--- config.mk ---
export PLATFORM = sky130hd
export DESIGN_NAME = mbscore_wb_stage_flat
export DESIGN_NICKNAME = d
export VERILOG_FILES = /design/src/rtl/mbscore_wb_stage_if.sv /design/src/rtl/mbscore_wb_stage.sv /design/src/flat_wrapper.sv
export SDC_FILE = /design/constraint.sdc
export NUM_CORES = 1
export LEC_CHECK = 0
export CORE_ASPECT_RATIO = 1.1
export CORE_MARGIN = 3
export CORE_UTILIZATION = 42
export DETAILED_ROUTE_END_ITERATION = 8
export PLACE_DENSITY = 0.8
export SYNTH_ARGS = -nofsm -noshare
export SYNTH_HDL_FRONTEND = slang
export SYNTH_SLANG_ARGS = --single-unit
--- constraint.sdc ---
create_clock -name clk -period 2.75 [get_ports clk]
set_clock_uncertainty 0.2 [all_clocks]
set_input_delay 0.6875 -clock clk [delete_from_list [all_inputs] [get_ports clk]]
set_output_delay 0.6875 -clock clk [all_outputs]
set_load 0.02 [all_outputs]
--- src/rtl/mbscore_wb_stage_if.sv ---
`default_nettype none
// ============================================================================
// Module   : mbscore_wb_stage_if
// Brief    : EX-side, memory-side and reg-file-side bundle of the MBScore WB stage.
//            Forwarding signals exist only when MBSCORE_WB_BYPASS_EN is defined.
// Revision : 1.0 - initial release
// ============================================================================
interface mbscore_wb_stage_if #(
    parameter int DATA_WIDTH     = 32,
    parameter int REG_ADDR_WIDTH = 5,
    parameter int SEL_WIDTH      = 3
);
    logic                      in_valid;
    logic                      in_ready;
    logic [SEL_WIDTH-1:0]      in_sel;
    logic [REG_ADDR_WIDTH-1:0] in_rd;
    logic [DATA_WIDTH-1:0]     in_alu;
    logic [DATA_WIDTH-1:0]     in_addr;

    logic                      mem_req;
    logic                      mem_we;
    logic [DATA_WIDTH-1:0]     mem_addr;
    logic [DATA_WIDTH-1:0]     mem_wdata;
    logic                      mem_gnt;
    logic                      mem_rvalid;
    logic [DATA_WIDTH-1:0]     mem_rdata;

    logic                      rf_we;
    logic [REG_ADDR_WIDTH-1:0] rf_waddr;
    logic [DATA_WIDTH-1:0]     rf_wdata;
    logic                      jump;
    logic                      wb_err;

`ifdef MBSCORE_WB_BYPASS_EN
    logic                      fwd_valid;
    logic [REG_ADDR_WIDTH-1:0] fwd_addr;
    logic [DATA_WIDTH-1:0]     fwd_data;
`endif

    // Writeback stage view
    modport slave (
`ifdef MBSCORE_WB_BYPASS_EN
        output fwd_valid, fwd_addr, fwd_data,
`endif
        input  in_valid, in_sel, in_rd, in_alu, in_addr,
        output in_ready,
        output mem_req, mem_we, mem_addr, mem_wdata,
        input  mem_gnt, mem_rvalid, mem_rdata,
        output rf_we, rf_waddr, rf_wdata, jump, wb_err
    );

    // Environment view: EX stage, memory and register file
    modport master (
`ifdef MBSCORE_WB_BYPASS_EN
        input  fwd_valid, fwd_addr, fwd_data,
`endif
        output in_valid, in_sel, in_rd, in_alu, in_addr,
        input  in_ready,
        input  mem_req, mem_we, mem_addr, mem_wdata,
        output mem_gnt, mem_rvalid, mem_rdata,
        input  rf_we, rf_waddr, rf_wdata, jump, wb_err
    );
endinterface
`default_nettype wire

--- src/rtl/mbscore_wb_stage.sv ---
`default_nettype none
// ============================================================================
// Module   : mbscore_wb_stage
// Brief    : Registered MBScore writeback stage: ALU->REG/MEM/IR routing and
//            load/store via req/gnt/rvalid with bounded wait. Optional
//            forwarding outputs enabled by MBSCORE_WB_BYPASS_EN.
// Revision : 1.0 - initial release
// ============================================================================
module mbscore_wb_stage #(
    parameter int DATA_WIDTH     = 32,
    parameter int REG_ADDR_WIDTH = 5,
    parameter int SEL_WIDTH      = 3,
    parameter int MEM_TIMEOUT    = 15,
    parameter int ZERO_REG       = 1
) (
    input  wire logic         clk,
    input  wire logic         rst_n,
    mbscore_wb_stage_if.slave bus
);

    localparam int c_CNT_W = $clog2(MEM_TIMEOUT + 1);
    localparam logic [c_CNT_W-1:0]   c_TIMEOUT     = c_CNT_W'(MEM_TIMEOUT);
    localparam logic [SEL_WIDTH-1:0] c_SEL_NOP     = SEL_WIDTH'(0);
    localparam logic [SEL_WIDTH-1:0] c_SEL_ALU_REG = SEL_WIDTH'(1);
    localparam logic [SEL_WIDTH-1:0] c_SEL_ALU_MEM = SEL_WIDTH'(2);
    localparam logic [SEL_WIDTH-1:0] c_SEL_MEM_REG = SEL_WIDTH'(3);
    localparam logic [SEL_WIDTH-1:0] c_SEL_ALU_IR  = SEL_WIDTH'(4);

    typedef enum logic [1:0] {
        ST_IDLE      = 2'd0,
        ST_MEM_REQ   = 2'd1,
        ST_WAIT_DATA = 2'd2
    } state_t;

    state_t                    r_state;
    state_t                    w_state_nxt;
    logic [c_CNT_W-1:0]        r_cnt;
    logic [c_CNT_W-1:0]        w_cnt_nxt;
    logic [c_CNT_W-1:0]        w_cnt_inc;
    logic                      w_timeout;

    logic [REG_ADDR_WIDTH-1:0] r_rd;
    logic [DATA_WIDTH-1:0]     r_addr;
    logic [DATA_WIDTH-1:0]     r_wdata;
    logic                      r_we;

    logic                      r_rf_we;
    logic [REG_ADDR_WIDTH-1:0] r_rf_waddr;
    logic [DATA_WIDTH-1:0]     r_rf_wdata;
    logic                      r_jump;
    logic                      r_err;

    logic                      w_rf_we_nxt;
    logic [REG_ADDR_WIDTH-1:0] w_rf_waddr_nxt;
    logic [DATA_WIDTH-1:0]     w_rf_wdata_nxt;
    logic                      w_jump_nxt;
    logic                      w_err_nxt;

    logic                      w_accept;
    logic                      w_in_rd_ok;
    logic                      w_cap_rd_ok;

    assign w_accept  = bus.in_valid && (r_state == ST_IDLE);
    assign w_cnt_inc = r_cnt + 1'b1;
    assign w_timeout = (w_cnt_inc == c_TIMEOUT);

    // Writes to r0 are squashed at the strobe only; address/data still update
    generate
        if (ZERO_REG != 0) begin : g_zero_reg
            assign w_in_rd_ok  = |bus.in_rd;
            assign w_cap_rd_ok = |r_rd;
        end else begin : g_no_zero_reg
            assign w_in_rd_ok  = 1'b1;
            assign w_cap_rd_ok = 1'b1;
        end
    endgenerate

    always_comb begin
        w_state_nxt    = r_state;
        w_cnt_nxt      = r_cnt;
        w_rf_we_nxt    = 1'b0;
        w_rf_waddr_nxt = r_rf_waddr;
        w_rf_wdata_nxt = r_rf_wdata;
        w_jump_nxt     = 1'b0;
        w_err_nxt      = 1'b0;

        case (r_state)
            ST_IDLE: begin
                if (w_accept) begin
                    w_cnt_nxt = '0;
                    case (bus.in_sel)
                        c_SEL_NOP: ;
                        c_SEL_ALU_REG: begin
                            w_rf_we_nxt    = w_in_rd_ok;
                            w_rf_waddr_nxt = bus.in_rd;
                            w_rf_wdata_nxt = bus.in_alu;
                        end
                        c_SEL_ALU_MEM,
                        c_SEL_MEM_REG: w_state_nxt = ST_MEM_REQ;
                        c_SEL_ALU_IR:  w_jump_nxt  = bus.in_alu[0];
                        default:       w_err_nxt   = 1'b1;
                    endcase
                end
            end

            // Completion is tested before the timeout so a same-cycle response wins
            ST_MEM_REQ: begin
                w_cnt_nxt = w_cnt_inc;
                if (bus.mem_gnt && r_we) begin
                    w_state_nxt = ST_IDLE;
                end else if (bus.mem_gnt && bus.mem_rvalid) begin
                    w_state_nxt    = ST_IDLE;
                    w_rf_we_nxt    = w_cap_rd_ok;
                    w_rf_waddr_nxt = r_rd;
                    w_rf_wdata_nxt = bus.mem_rdata;
                end else if (w_timeout) begin
                    w_state_nxt = ST_IDLE;
                    w_err_nxt   = 1'b1;
                end else if (bus.mem_gnt) begin
                    w_state_nxt = ST_WAIT_DATA;
                end
            end

            ST_WAIT_DATA: begin
                w_cnt_nxt = w_cnt_inc;
                if (bus.mem_rvalid) begin
                    w_state_nxt    = ST_IDLE;
                    w_rf_we_nxt    = w_cap_rd_ok;
                    w_rf_waddr_nxt = r_rd;
                    w_rf_wdata_nxt = bus.mem_rdata;
                end else if (w_timeout) begin
                    w_state_nxt = ST_IDLE;
                    w_err_nxt   = 1'b1;
                end
            end

            default: w_state_nxt = ST_IDLE;
        endcase
    end

    always_ff @(posedge clk) begin
        if (!rst_n) begin
            r_state    <= ST_IDLE;
            r_cnt      <= '0;
            r_rd       <= '0;
            r_addr     <= '0;
            r_wdata    <= '0;
            r_we       <= 1'b0;
            r_rf_we    <= 1'b0;
            r_rf_waddr <= '0;
            r_rf_wdata <= '0;
            r_jump     <= 1'b0;
            r_err      <= 1'b0;
        end else begin
            r_state    <= w_state_nxt;
            r_cnt      <= w_cnt_nxt;
            r_rf_we    <= w_rf_we_nxt;
            r_rf_waddr <= w_rf_waddr_nxt;
            r_rf_wdata <= w_rf_wdata_nxt;
            r_jump     <= w_jump_nxt;
            r_err      <= w_err_nxt;
            if (w_accept) begin
                r_rd    <= bus.in_rd;
                r_addr  <= bus.in_addr;
                r_wdata <= bus.in_alu;
                r_we    <= (bus.in_sel == c_SEL_ALU_MEM);
            end
        end
    end

    assign bus.in_ready  = (r_state == ST_IDLE);
    assign bus.mem_req   = (r_state == ST_MEM_REQ);
    assign bus.mem_we    = (r_state == ST_MEM_REQ) && r_we;
    assign bus.mem_addr  = r_addr;
    assign bus.mem_wdata = r_wdata;
    assign bus.rf_we     = r_rf_we;
    assign bus.rf_waddr  = r_rf_waddr;
    assign bus.rf_wdata  = r_rf_wdata;
    assign bus.jump      = r_jump;
    assign bus.wb_err    = r_err;

`ifdef MBSCORE_WB_BYPASS_EN
    assign bus.fwd_valid = r_rf_we;
    assign bus.fwd_addr  = r_rf_waddr;
    assign bus.fwd_data  = r_rf_wdata;
`endif

endmodule
`default_nettype wire

--- src/flat_wrapper.sv ---
// flat-port wrapper written by rule: the top's interface ports become plain ports
module mbscore_wb_stage_flat 
#(
    parameter int DATA_WIDTH     = 32,
    parameter int REG_ADDR_WIDTH = 5,
    parameter int SEL_WIDTH      = 3,
    parameter int MEM_TIMEOUT    = 15,
    parameter int ZERO_REG       = 1
)
  (clk, rst_n, bus_in_valid, bus_in_sel, bus_in_rd, bus_in_alu, bus_in_addr, bus_in_ready, bus_mem_req, bus_mem_we, bus_mem_addr, bus_mem_wdata, bus_mem_gnt, bus_mem_rvalid, bus_mem_rdata, bus_rf_we, bus_rf_waddr, bus_rf_wdata, bus_jump, bus_wb_err);
  mbscore_wb_stage_if #(.DATA_WIDTH(DATA_WIDTH), .REG_ADDR_WIDTH(REG_ADDR_WIDTH), .SEL_WIDTH(SEL_WIDTH)) bus_i ();
  input  wire logic clk;
  input  wire logic rst_n;
  input wire logic [$bits(bus_i.in_valid)-1:0] bus_in_valid;
  input wire logic [$bits(bus_i.in_sel)-1:0] bus_in_sel;
  input wire logic [$bits(bus_i.in_rd)-1:0] bus_in_rd;
  input wire logic [$bits(bus_i.in_alu)-1:0] bus_in_alu;
  input wire logic [$bits(bus_i.in_addr)-1:0] bus_in_addr;
  output wire logic [$bits(bus_i.in_ready)-1:0] bus_in_ready;
  output wire logic [$bits(bus_i.mem_req)-1:0] bus_mem_req;
  output wire logic [$bits(bus_i.mem_we)-1:0] bus_mem_we;
  output wire logic [$bits(bus_i.mem_addr)-1:0] bus_mem_addr;
  output wire logic [$bits(bus_i.mem_wdata)-1:0] bus_mem_wdata;
  input wire logic [$bits(bus_i.mem_gnt)-1:0] bus_mem_gnt;
  input wire logic [$bits(bus_i.mem_rvalid)-1:0] bus_mem_rvalid;
  input wire logic [$bits(bus_i.mem_rdata)-1:0] bus_mem_rdata;
  output wire logic [$bits(bus_i.rf_we)-1:0] bus_rf_we;
  output wire logic [$bits(bus_i.rf_waddr)-1:0] bus_rf_waddr;
  output wire logic [$bits(bus_i.rf_wdata)-1:0] bus_rf_wdata;
  output wire logic [$bits(bus_i.jump)-1:0] bus_jump;
  output wire logic [$bits(bus_i.wb_err)-1:0] bus_wb_err;
  assign bus_i.in_valid = bus_in_valid;
  assign bus_i.in_sel = bus_in_sel;
  assign bus_i.in_rd = bus_in_rd;
  assign bus_i.in_alu = bus_in_alu;
  assign bus_i.in_addr = bus_in_addr;
  assign bus_in_ready = bus_i.in_ready;
  assign bus_mem_req = bus_i.mem_req;
  assign bus_mem_we = bus_i.mem_we;
  assign bus_mem_addr = bus_i.mem_addr;
  assign bus_mem_wdata = bus_i.mem_wdata;
  assign bus_i.mem_gnt = bus_mem_gnt;
  assign bus_i.mem_rvalid = bus_mem_rvalid;
  assign bus_i.mem_rdata = bus_mem_rdata;
  assign bus_rf_we = bus_i.rf_we;
  assign bus_rf_waddr = bus_i.rf_waddr;
  assign bus_rf_wdata = bus_i.rf_wdata;
  assign bus_jump = bus_i.jump;
  assign bus_wb_err = bus_i.wb_err;
  mbscore_wb_stage #(.DATA_WIDTH(DATA_WIDTH), .REG_ADDR_WIDTH(REG_ADDR_WIDTH), .SEL_WIDTH(SEL_WIDTH), .MEM_TIMEOUT(MEM_TIMEOUT), .ZERO_REG(ZERO_REG)) u_core (.clk(clk), .rst_n(rst_n), .bus(bus_i));
endmodule
* Yosys cells after proc, flatten, opt, wreduce, memory -nomap -nowiden *
Index checks and enable logic that the tools add are counted.
Widths: inputs -> output; s select.

storage, ports and cells
  register bits after elaboration = 116
  output and inout port bits = 107

operators by class
  reduce and logical (&&, ||, !) cells = 17
  $add $sub $neg = 1
  multiplexer cells = 36
  equal/unequal tests = 15

operator list
  operator             number
  $mux 32              5
  $pmux 32 s3          1
  $mux 5               5
  $mux 2               8
  $pmux 5 s3           1
  $reduce_or 5->1      3
  $mux 1               11
  $ne 2x1->1 const B   4
  $pmux 4 s2           1
  $reduce_and 4->1     2
  $eq 3x2->1 const B   2
  $pmux 1 s3           2
  $pmux 2 s3           1
  $reduce_and 6->1     1
  $ne 5x1->1 const B   1
  $add 4x1->4 const B  1
  $eq 4x4->1 const B   1
  $logic_and 1x1->1    4
  $mux 4               1
  $ne 2x2->1 const B   2
  $reduce_or 2->1      2
  $eq 3x1->1 const B   1
  $eq 3x3->1 const B   1
  $logic_not 3->1      1
  other kinds (7)      7

* Longest topological paths before layout *
Gate-level depths: netlist of the first run.

  word-level depth = 6
  depth in mapped cells = 8
  gate-level depth less buffers = 6

* Least setup slack after synthesis of the first run *
Ideal clock, no wire load.

  kind = register -> register
  start = reg u_core.r_state[1]
  end = reg u_core.r_rf_waddr[0] (netlist: u_core.bus.rf_waddr[0])
  stages on the path, launching flop included = 9
  slack = 600 ps
  required time = 2404 ps
  data arrival time = 1804 ps
  buffers on the path = 2
  library setup time = 146 ps
  path through = dfxtp_1 inv_1 ha_1 or2_1 a221oi_2 and2_1 buf_4 buf_6 a211oi_2

on the way
  elaborated cells on any way between the ends = 12
  those cells by class = eq/ne: 7; mux: 1; reduce/logical: 4

RTL lines
  what                                                       RTL line                 text
  start, declared                                            mbscore_wb_stage.sv:35   state_t r_state;
  start signal, assigned                                     mbscore_wb_stage.sv:155  r_state <= w_state_nxt;
  $eq 2x1->1 (*)                                             -
  net bus_mem_req                                            flat_wrapper.sv:20       output wire logic [$bits(bus_i.mem_req)-1:0] bus_mem_req;
  $ne 2x2->1 (no source line), or another cell as far along  -
  $reduce_and 6->1 (no source line)                          -
  end signal, assigned                                       mbscore_wb_stage.sv:158  r_rf_waddr <= w_rf_waddr_nxt;
  end, declared                                              mbscore_wb_stage.sv:48   logic [REG_ADDR_WIDTH-1:0] r_rf_waddr;

The timed path passes the listed nets; every way through them passes the cells marked *.
A chain may end at the register's enable or synchronous reset.

* Final worst setup path of the first run *
  start = reg u_core.r_state[1]
  end = out bus_mem_req

on the way
  cells in the longest elaborated chain, start to end = 1

RTL lines
  what           RTL line                 text
  $eq 2x1->1     mbscore_wb_stage.sv:172  assign bus.mem_req = (r_state == ST_MEM_REQ);
  end, declared  flat_wrapper.sv:20

Every way passes these cells.

==> results.toml, run 1 <==
[clock_network]
root_buffer = "clkbuf_16"
holdBufCountCts = 0
clkSlewWorstSetupHoldPaths_ns = 0.05
cts_setup_buffers = 0
clock_sinks = 116
cts_buffer_depth = 2
insertion_delay_ns = 0.40
cts_tree = "done"
htreeDepth = 4
cts_made_buffers = 17

[sta]
tns_ns = 0
fin_crit_sh_pct = 95.46
holdWs_ns = 0.2512
finalSetupViolations = 0
setup_slack_ns = 0.1249
period_needed_ns = 2.625
worst_pin_slew_ns = 0.4445
drv_slew = 0
fmax_mhz = 380.9
rsz0062_at_grt = "false"
hold_violations = 0
slew_headroom_pct = 70.09

[pwr]
p_per_area_mw_per_mm2 = 851.4
total_power_mw = 6.716
leakage_nw = 2.858
ir_drop_v = 0.0004300

[floorplan]
die_w_um = 109.7
dieArea_mm2 = 0.01317
core_mm2 = 0.01149
initial_utilization_pct = 43.23
fp-row-count = 41
fp.dieH_um = 120.1
io_pins = 216

[critical_path]
cp.arrival_ns = 1.74
r2r-end = "u_core.bus.rf_wdata[9]"
cp_slowest_stage_delay_ns = 0.63
cp-start-kind = "register"
slowest_stage = "clkdlybuf4s50_1"
ff2ff_path_depth = 7
path_class = "reg -> out"
crit_required_ns = 1.86
r2r_slack_ns = 0.35
crit_chain = "inv_1 > ha_4 > clkdlybuf4s50_1"
end_kind = "output port"
rr_startpoint = "u_core.r_state[0]"
cp_max_fo = 7

[global_routing]
grt_remaining_overflow = 0
antenna_found_initial = 0
grt_pass1_vias = 4798
use_met2_pct = 39.12
track_usage_pct = 22.82
globalRouteMet1Util_pct = 26.10
use_met3_pct = 7.477
gr-max-usage-layer = "met2"
grt_max_degree = 60
grt_pass1_wl_mm = 23.77

[yosys]
ys.flop_type = "dfxtp_1"
synth_top_area_share_pct = 46.75
synth_edf_count = 0
syn_nets = 675
yosysMostFrequentCell = "nand2_1"
syn_area_per_cell_um2 = 8.870
syn_inst = 560
syn_area_mm2 = 0.004967
ys_ff_latch = 116
synth_common_cells = "145 x nand2_1, 116 x dfxtp_1, 111 x a21oi_1, 38 x mux2i_1, 30 x a211oi_2"
synth_seq_area_share_pct = 46.75
synth_area_leaders = "dfxtp_1 47%, a21oi_1 11%, nand2_1 11%"
yosys_warnings = 0
yosysTopAreaCell = "dfxtp_1"
async_flop_share_pct = 0
synth.distinct_cells = 43

[placed_design]
post-dp-hpwl_mm = 11.14
detailedPlace.worstSlack_ns = 0.09962
gp_congestion = 0.8202
port_buffers = 215

[layout]
syn_to_final_growth_pct = 58.79
final_nets = 881
layout-drive-gt1-share_pct = 10.80
fin_util_pct = 68.64
n_antenna_cell = 0

[hold_path]
min_to = "u_core.bus.mem_addr[5]"
hp-class = "reg -> reg"
whs_path_depth = 2
hp-start = "u_core.bus.mem_addr[5]"

[routing]
wl_per_cell_um = 16.38
drcViolationCount = 0
drtAntennaViolNets = 0
vias_per_cell = 5.296
routed_wl_mm = 15.20
via_count = 4915
firstDrtPassIters = 5
drtIter0Drc = 217

[outcome]
status = "finished, final reports clean"

[run]
cap_violations = 0
==> flip-flops by register name, indices dropped and copies added (netlist names) <==
signal	count
u_core.bus.mem_addr	32
u_core.bus.mem_wdata	32
u_core.bus.rf_wdata	32
u_core.bus.rf_waddr	5
u_core.r_rd	5
u_core.r_cnt	4
u_core.r_state	2
u_core.bus.jump	1
u_core.bus.rf_we	1
u_core.bus.wb_err	1
u_core.r_we	1
==> power by group <==
part / switching, mW / leakage (nW) / total [mW] / internal, mW
combinational: 1.28 / 1.61 / 2.36 / 1.08
clock: 0.738 / 0.295 / 2.25 / 1.51
sequential: 0.155 / 0.953 / 2.11 / 1.95
==> cells in the final DEF, fill, tap and decap left out, types with 3 or more instances in the layout <==
cell             synthesis  layout
a211oi_1                 8       8
a211oi_2                30      30
a21oi_1                111     111
buf_12                   3       6
buf_4                    4      11
bufinv_16                0       3
clkbuf_16                0      17
clkbuf_8                 0       4
clkdlybuf4s50_1          0     213
dfxtp_1                116     116
ha_1                     6       4
inv_1                   11      10
mux2i_1                 38      38
nand2_1                145     144
nor2_1                   7       7
nor2b_1                  3       3
o21ai_0                  3       3
==> per-layer routing <==
metal / vias up / wire length (um) / part of all wire (%)
met2: 211 / 7705 / 51
met4: 0 / 323 / 2.1
met5: - / 0 / 0
met1: 2319 / 5837 / 38
met3: 28 / 1333 / 8.8
li1: 2357 / - / -
==> final cells by class <==
type                       count  area [um^2]
inverter                      11        43.79
fill                         860         3603
clock buffer                  23        488.0
multi-input combinational    388         2366
clock inverter                 8        123.9
tap                          150        187.7
timing repair buffer         232         2356
sequential                   116         2322
==> kinds of logic after synthesis <==
logic type	after synthesis	synth area share, %
and+or+nand+nor	173	14.31
buffers and inverters	56	6.247
adders and majority gates	6	1.511
muxes	39	7.884
AOI/OAI and AO/OA	170	23.30
DFF	116	46.75
==> worst max-delay path by stage <==
stage	startpoint	endpoint	slack, ns	cells past startpoint
floorplan	u_core.r_state[1]	u_core.bus.rf_waddr[0]	0.60	8
global placement	bus_in_sel[0]	u_core.bus.rf_wdata[6]	0.15	6
detailed placement	bus_in_sel[0]	u_core.bus.rf_wdata[9]	0.1	6
CTS	u_core.r_state[0]	bus_in_ready	0.03	3
global route	u_core.r_state[1]	bus_mem_req	0.06	3
finish	u_core.r_state[1]	bus_mem_req	0.12	3
==> what timing repair did <==
| action | in CTS | in global routing |
|---|---|---|
| endpoints found under the hold margin | 0 | 0 |
| gates cloned | 0 | 0 |
| endpoints found under the setup margin | 2 | 1 |
| resized for setup | 3 | 1 |
==> stage by stage <==
stage | instances | cell area, um^2
floorplan | 560 | 4967
global placement | 897 | 7262
detailed placement | 897 | 7262
CTS | 928 | 7885
global route | 928 | 7888
finish | 928 | 7888
==> worst max-delay path, delay by kind of cell, from the launching register on <==
family	cells	cell delay, ns
flops	1	0.35
fa+ha+maj	1	0.20
buf+inv	2	0.79
(Power assumes the default switching activity.)
==> inputs of run 2 (changes only) <==
--- a/config.mk
+++ b/config.mk
@@ -10,6 +10,7 @@
 export CORE_UTILIZATION = 42
 export DETAILED_ROUTE_END_ITERATION = 8
 export PLACE_DENSITY = 0.8
+export REMOVE_ABC_BUFFERS = 1
 export SYNTH_ARGS = -nofsm -noshare
 export SYNTH_HDL_FRONTEND = slang
 export SYNTH_SLANG_ARGS = --single-unit
==> results.toml, run 2 (synthesized netlist as in run 1, its figures left out) <==
[outcome]
status = "finished, final reports clean"

[critical_path]
cp-endpoint = "bus_in_ready"
end_kind = "output port"
crit_chain = "inv_1 > ha_2 > clkdlybuf4s50_1"
r2r_slack_ns = 0.49
crit_start = "u_core.r_state[0]"
cp_slowest_stage_delay_ns = 0.62
rr_startpoint = "u_core.r_state[0]"
ff2ff_path_depth = 7
path_class = "reg -> out"
cp-start-kind = "register"
slowest_stage = "clkdlybuf4s50_1"
cp.arrival_ns = 1.73
r2r-end = "u_core.bus.rf_wdata[14]"
crit_required_ns = 1.86
cp_max_fo = 5

[clock_network]
cts_buffer_depth = 2
cts_made_buffers = 17
clock_sinks = 116
insertion_delay_ns = 0.40
root_buffer = "clkbuf_16"
clkSlewWorstSetupHoldPaths_ns = 0.05
cts_setup_buffers = 0
htreeDepth = 4
cts_tree = "done"

[routing]
drcViolationCount = 0
vias_per_cell = 5.203
drtIter0Drc = 194
routed_wl_mm = 14.53
drtAntennaViolNets = 0
wl_per_cell_um = 15.71
firstDrtPassIters = 4
via_count = 4813

[layout]
layout-drive-gt1-share_pct = 10.19
syn_to_final_growth_pct = 56.67
final_cell_mix = "214 x clkdlybuf4s50_1, 144 x nand2_1, 116 x dfxtp_1"
layout_commonest_cell = "clkdlybuf4s50_1"
final_cells = 925
fillers = 904
n_antenna_cell = 0
fin_util_pct = 67.73
multi_input_area_mm2 = 0.002356
final_nets = 877
register_area_mm2 = 0.002322

[sta]
drv_slew = 0
hold_violations = 0
finalSetupViolations = 0
period_needed_ns = 2.620
slew_headroom_pct = 61.75
fmax_mhz = 381.7
worst_pin_slew_ns = 0.5737
rsz0062_at_grt = "false"
fin_crit_sh_pct = 95.28

[pwr]
p_per_area_mw_per_mm2 = 835.0
ir_drop_v = 0.0004032
leakage_nw = 2.803
total_power_mw = 6.498

[global_routing]
grt_max_degree = 59
antenna_found_initial = 0
grt_pass1_wl_mm = 23.13
grt_remaining_overflow = 0
track_usage_pct = 22.07
grt_pass1_vias = 4818

[placed_design]
dp.cells = 893
port_buffers = 215
gp_congestion = 0.8376
post-dp-hpwl_mm = 10.54

[floorplan]
die_w_um = 109.7
initial_utilization_pct = 43.23
fp-row-count = 41
fp.dieH_um = 120.1
dieArea_mm2 = 0.01317
io_pins = 216
core_mm2 = 0.01149

[hold_path]
whs_path_depth = 2
hp-class = "reg -> reg"

[run]
cap_violations = 0
[run 2: changes by cell type in the layout (fill, tap and decap cells not counted), moves of 2 or more]
cell      delta
buf_4        -3
clkbuf_1     +2
clkbuf_8     -3
clkinv_2     +3
[run 2: worst min-delay path by stage]
stage / start / end / slack, ns
4_1_cts: u_core.bus.mem_wdata[17] / u_core.bus.mem_wdata[17] / 0.25
5_1_grt: u_core.bus.mem_addr[29] / u_core.bus.mem_addr[29] / 0.27
6_report: u_core.bus.mem_addr[2] / u_core.bus.mem_addr[2] / 0.25
2_1_floorplan: u_core.r_rd[3] / u_core.r_rd[3] / 0.24
3_5_place_dp: u_core.bus.mem_addr[21] / u_core.bus.mem_addr[21] / 0.25
3_3_place_gp: u_core.bus.mem_addr[23] / u_core.bus.mem_addr[23] / 0.24
[run 2: report_power, final]
| part | leakage [nW] | internal [mW] | switching [mW] |
|---|---|---|---|
| combinational | 1.58 | 1.06 | 1.26 |
| clock | 0.270 | 1.35 | 0.739 |
| sequential | 0.953 | 1.95 | 0.141 |
[run 2: metrics by stage]
stage | instance area, um^2 | hold slack [ns] | TNS [ns] | setup slack [ns]
2_1_floorplan | 4698 | 0.2434 | -77.86 | -1.349
3_3_place_gp | 7219 | 0.2414 | 0 | 0.1894
3_5_place_dp | 7219 | 0.2465 | 0 | 0.1163
4_1_cts | 7782 | 0.2538 | 0 | 0.1105
5_1_grt | 7782 | 0.2675 | 0 | 0.05321
6_report | 7782 | 0.2502 | 0 | 0.1299
[run 2: what timing repair did]
action | CTS | global route
gates resized for setup | 2 | 0
hold buffers | 0 | 0
setup endpoints to repair | 1 | 0
[run 2: layer usage]
metal	share of wire (%)	track usage, %	wire, um	vias up
li1	-	-	-	2339
met1	38	24.36	5557	2246
met2	51	37.60	7364	203
met3	9.1	8.123	1328	25
met4	1.9	9.431	280	0
met5	0	0	0	-
[run 2: critical path, delay by kind of cell (launching register included)]
family     cells  cell delay [ns]
buf+inv        2             0.74
flops          1             0.34
fa+ha+maj      1             0.25
[run 2: cell type report]
cell class / instances / area share (%)
Multi-Input combinational cell: 388 / 30.27
Sequential cell: 116 / 29.84
Timing Repair Buffer: 228 / 29.69
Clock buffer: 22 / 5.836
Tap cell: 150 / 2.412
Clock inverter: 10 / 1.383
Inverter: 11 / 0.5627
==> inputs of run 3 (changes only) <==
--- a/config.mk
+++ b/config.mk
@@ -5,11 +5,12 @@
 export SDC_FILE = /design/constraint.sdc
 export NUM_CORES = 1
 export LEC_CHECK = 0
+export ABC_AREA = 1
 export CORE_ASPECT_RATIO = 1.1
 export CORE_MARGIN = 3
 export CORE_UTILIZATION = 42
 export DETAILED_ROUTE_END_ITERATION = 8
-export PLACE_DENSITY = 0.8
+export PLACE_DENSITY_LB_ADDON = 0.15
 export REMOVE_ABC_BUFFERS = 1
 export SYNTH_ARGS = -nofsm -noshare
 export SYNTH_HDL_FRONTEND = slang
==> constraint.sdc (replaced) <==
create_clock -name clk -period 2.5 [get_ports clk]
set_clock_uncertainty 0.2 [all_clocks]
set_input_delay 0.625 -clock clk [delete_from_list [all_inputs] [get_ports clk]]
set_output_delay 0.625 -clock clk [all_outputs]
set_load 0.02 [all_outputs]
==> results.toml, run 3 <==
[floorplan]
fp.dieH_um = 120.0
dieArea_mm2 = 0.01315
fp-row-count = 41
die_w_um = 109.6
io_pins = 216
initial_utilization_pct = 43.17
core_mm2 = 0.01149

[yosys]
yosysMostFrequentCell = "nor2_1"
syn_inst = 682
yosys_warnings = 0
ys_ff_latch = 116
ys.flop_type = "dfxtp_1"
async_flop_share_pct = 0
synth_seq_area_share_pct = 46.81
synth_common_cells = "193 x nor2_1, 130 x nand2_1, 116 x dfxtp_1, 73 x o21ai_0"
synth_area_leaders = "dfxtp_1 47%, nor2_1 15%, nand2_1 9.8%"
syn_area_per_cell_um2 = 7.274
synth.distinct_cells = 24
synth_edf_count = 0
synth_top_area_share_pct = 46.81
syn_area_mm2 = 0.004961
yosysTopAreaCell = "dfxtp_1"

[hold_path]
hp-start = "u_core.bus.mem_wdata[0]"
min_to = "u_core.bus.mem_wdata[0]"
whs_path_depth = 2
hp-class = "reg -> reg"

[placed_design]
port_buffers = 215
gp_congestion = 0.8471
dp.cells = 1016
post-dp-hpwl_mm = 10.44

[sta]
holdWs_ns = 0.2681
period_needed_ns = 2.331
finalSetupViolations = 0
hold_violations = 0
fin_crit_sh_pct = 93.23
worst_pin_slew_ns = 0.4961
fmax_mhz = 429.0
rsz0062_at_grt = "false"
slew_headroom_pct = 66.93
drv_slew = 0

[global_routing]
antenna_found_initial = 0
track_usage_pct = 22.30
grt_pass1_wl_mm = 23.32
grt_max_degree = 71
grt_remaining_overflow = 0
grt_pass1_vias = 4950

[routing]
wl_per_cell_um = 14.10
via_count = 5135
routed_wl_mm = 14.78
vias_per_cell = 4.900
drtAntennaViolNets = 0
drtIter0Drc = 319
drcViolationCount = 0
firstDrtPassIters = 5

[critical_path]
ff2ff_path_depth = 11
cp_max_fo = 5
rr_startpoint = "u_core.r_state[0]"
r2r_slack_ns = 0.54
cp-start-kind = "register"
end_kind = "output port"
cp.arrival_ns = 1.51
r2r-end = "u_core.bus.rf_wdata[11]"
crit_required_ns = 1.67
path_class = "reg -> out"

[clock_network]
cts_setup_buffers = 0
clock_sinks = 116
insertion_delay_ns = 0.40
root_buffer = "clkbuf_16"
cts_tree = "done"
cts_buffer_depth = 2
htreeDepth = 4
clkSlewWorstSetupHoldPaths_ns = 0.05
cts_made_buffers = 17

[layout]
fillers = 980
n_antenna_cell = 0
final_cell_mix = "211 x clkdlybuf4s50_1, 193 x nor2_1, 130 x nand2_1"
layout-drive-gt1-share_pct = 10.80
final_nets = 1000
layout_commonest_cell = "clkdlybuf4s50_1"
final_cells = 1048
syn_to_final_growth_pct = 56.39

[run]
cap_violations = 0

[outcome]
status = "finished, final reports clean"

[pwr]
leakage_nw = 3.170
total_power_mw = 8.773
ir_drop_v = 0.0005647
p_per_area_mw_per_mm2 = 1131
## run 3: changes by cell type after synthesis, moves of 8 or more
cell	before	now
nor2_2	0	23
nand2_1	145	130
o21ai_0	3	73
a21oi_1	111	15
nor2_1	7	193
mux2i_1	38	0
a211oi_1	8	0
nand3_2	0	20
nand3_1	1	22
a211oi_2	30	0
inv_1	11	21
## run 3: per-layer routing
metal  GRT usage (%)  part of all wire (%)  routed length, um
met2           36.72                    48               7124
met1           26.16                    40               5892
met4           8.106                   1.6                235
met5               0                     0                  0
met3           8.499                    10               1523
## run 3: final cells by class
cell class,count,area (um^2),area share (%)
clock buffers,22,454.2,5.854
clock inverters,10,107.6,1.387
inverters,27,101.3,1.306
multi-input cells,497,2297,29.61
flip-flops and latches,116,2322,29.93
well taps,150,187.7,2.419
repair buffers,226,2288,29.50
## run 3: cell families (layout without fill, tap and decap cells)
kind of cell    Yosys count  count (layout)  synth area share [%]
simple gates            397             397                 34.93
flops                   116             116                 46.81
compound gates           94              94                 9.811
buf+inv                  69             285                 6.936
fa+ha+maj                 6               6                 1.513
## run 3: worst max-delay path by stage
stage	startpoint	end	slack (ns)	depth (start not counted)
final	u_core.r_state[1]	bus_mem_we	0.17	5
after global routing	u_core.r_state[0]	bus_in_ready	0.07	3
after CTS	u_core.r_state[0]	bus_in_ready	0.15	3
after detailed placement	bus_mem_rvalid	u_core.bus.rf_wdata[11]	0.12	9
after global placement	bus_mem_rvalid	u_core.bus.rf_wdata[11]	0.13	9
after floorplan	u_core.r_state[0]	u_core.bus.jump	-0.13	6
## run 3: worst max-delay path, cell delays in order, from the launching register on
cell and delay [ns]:
dfxtp_1 0.34, inv_1 0.09, ha_2 0.23, nand2_1 0.07, inv_1 0.05, dlygate4sd2_1 0.32
## run 3: what timing repair did
item / CTS / global route
hold buffers: 0 / 0
endpoints found under the setup margin: 3 / 0
resized for setup: 4 / 0
## run 3: report_power, final
group	internal (mW)	leakage, nW	switching, mW
sequential	2.38	0.958	0.285
combinational	1.62	1.94	2.19
clock	1.48	0.270	0.819
## run 3: per-stage QoR
step	TNS, ns	util, %	area [um^2]	setup WS, ns
finish	0	67.52	7759	0.1692
global route	0	67.52	7759	0.06714
CTS	0	67.52	7759	0.1506
detailed placement	0	62.64	7198	0.1210
global placement	0	62.64	7198	0.1318
floorplan	-3.031	-	4718	-0.1294
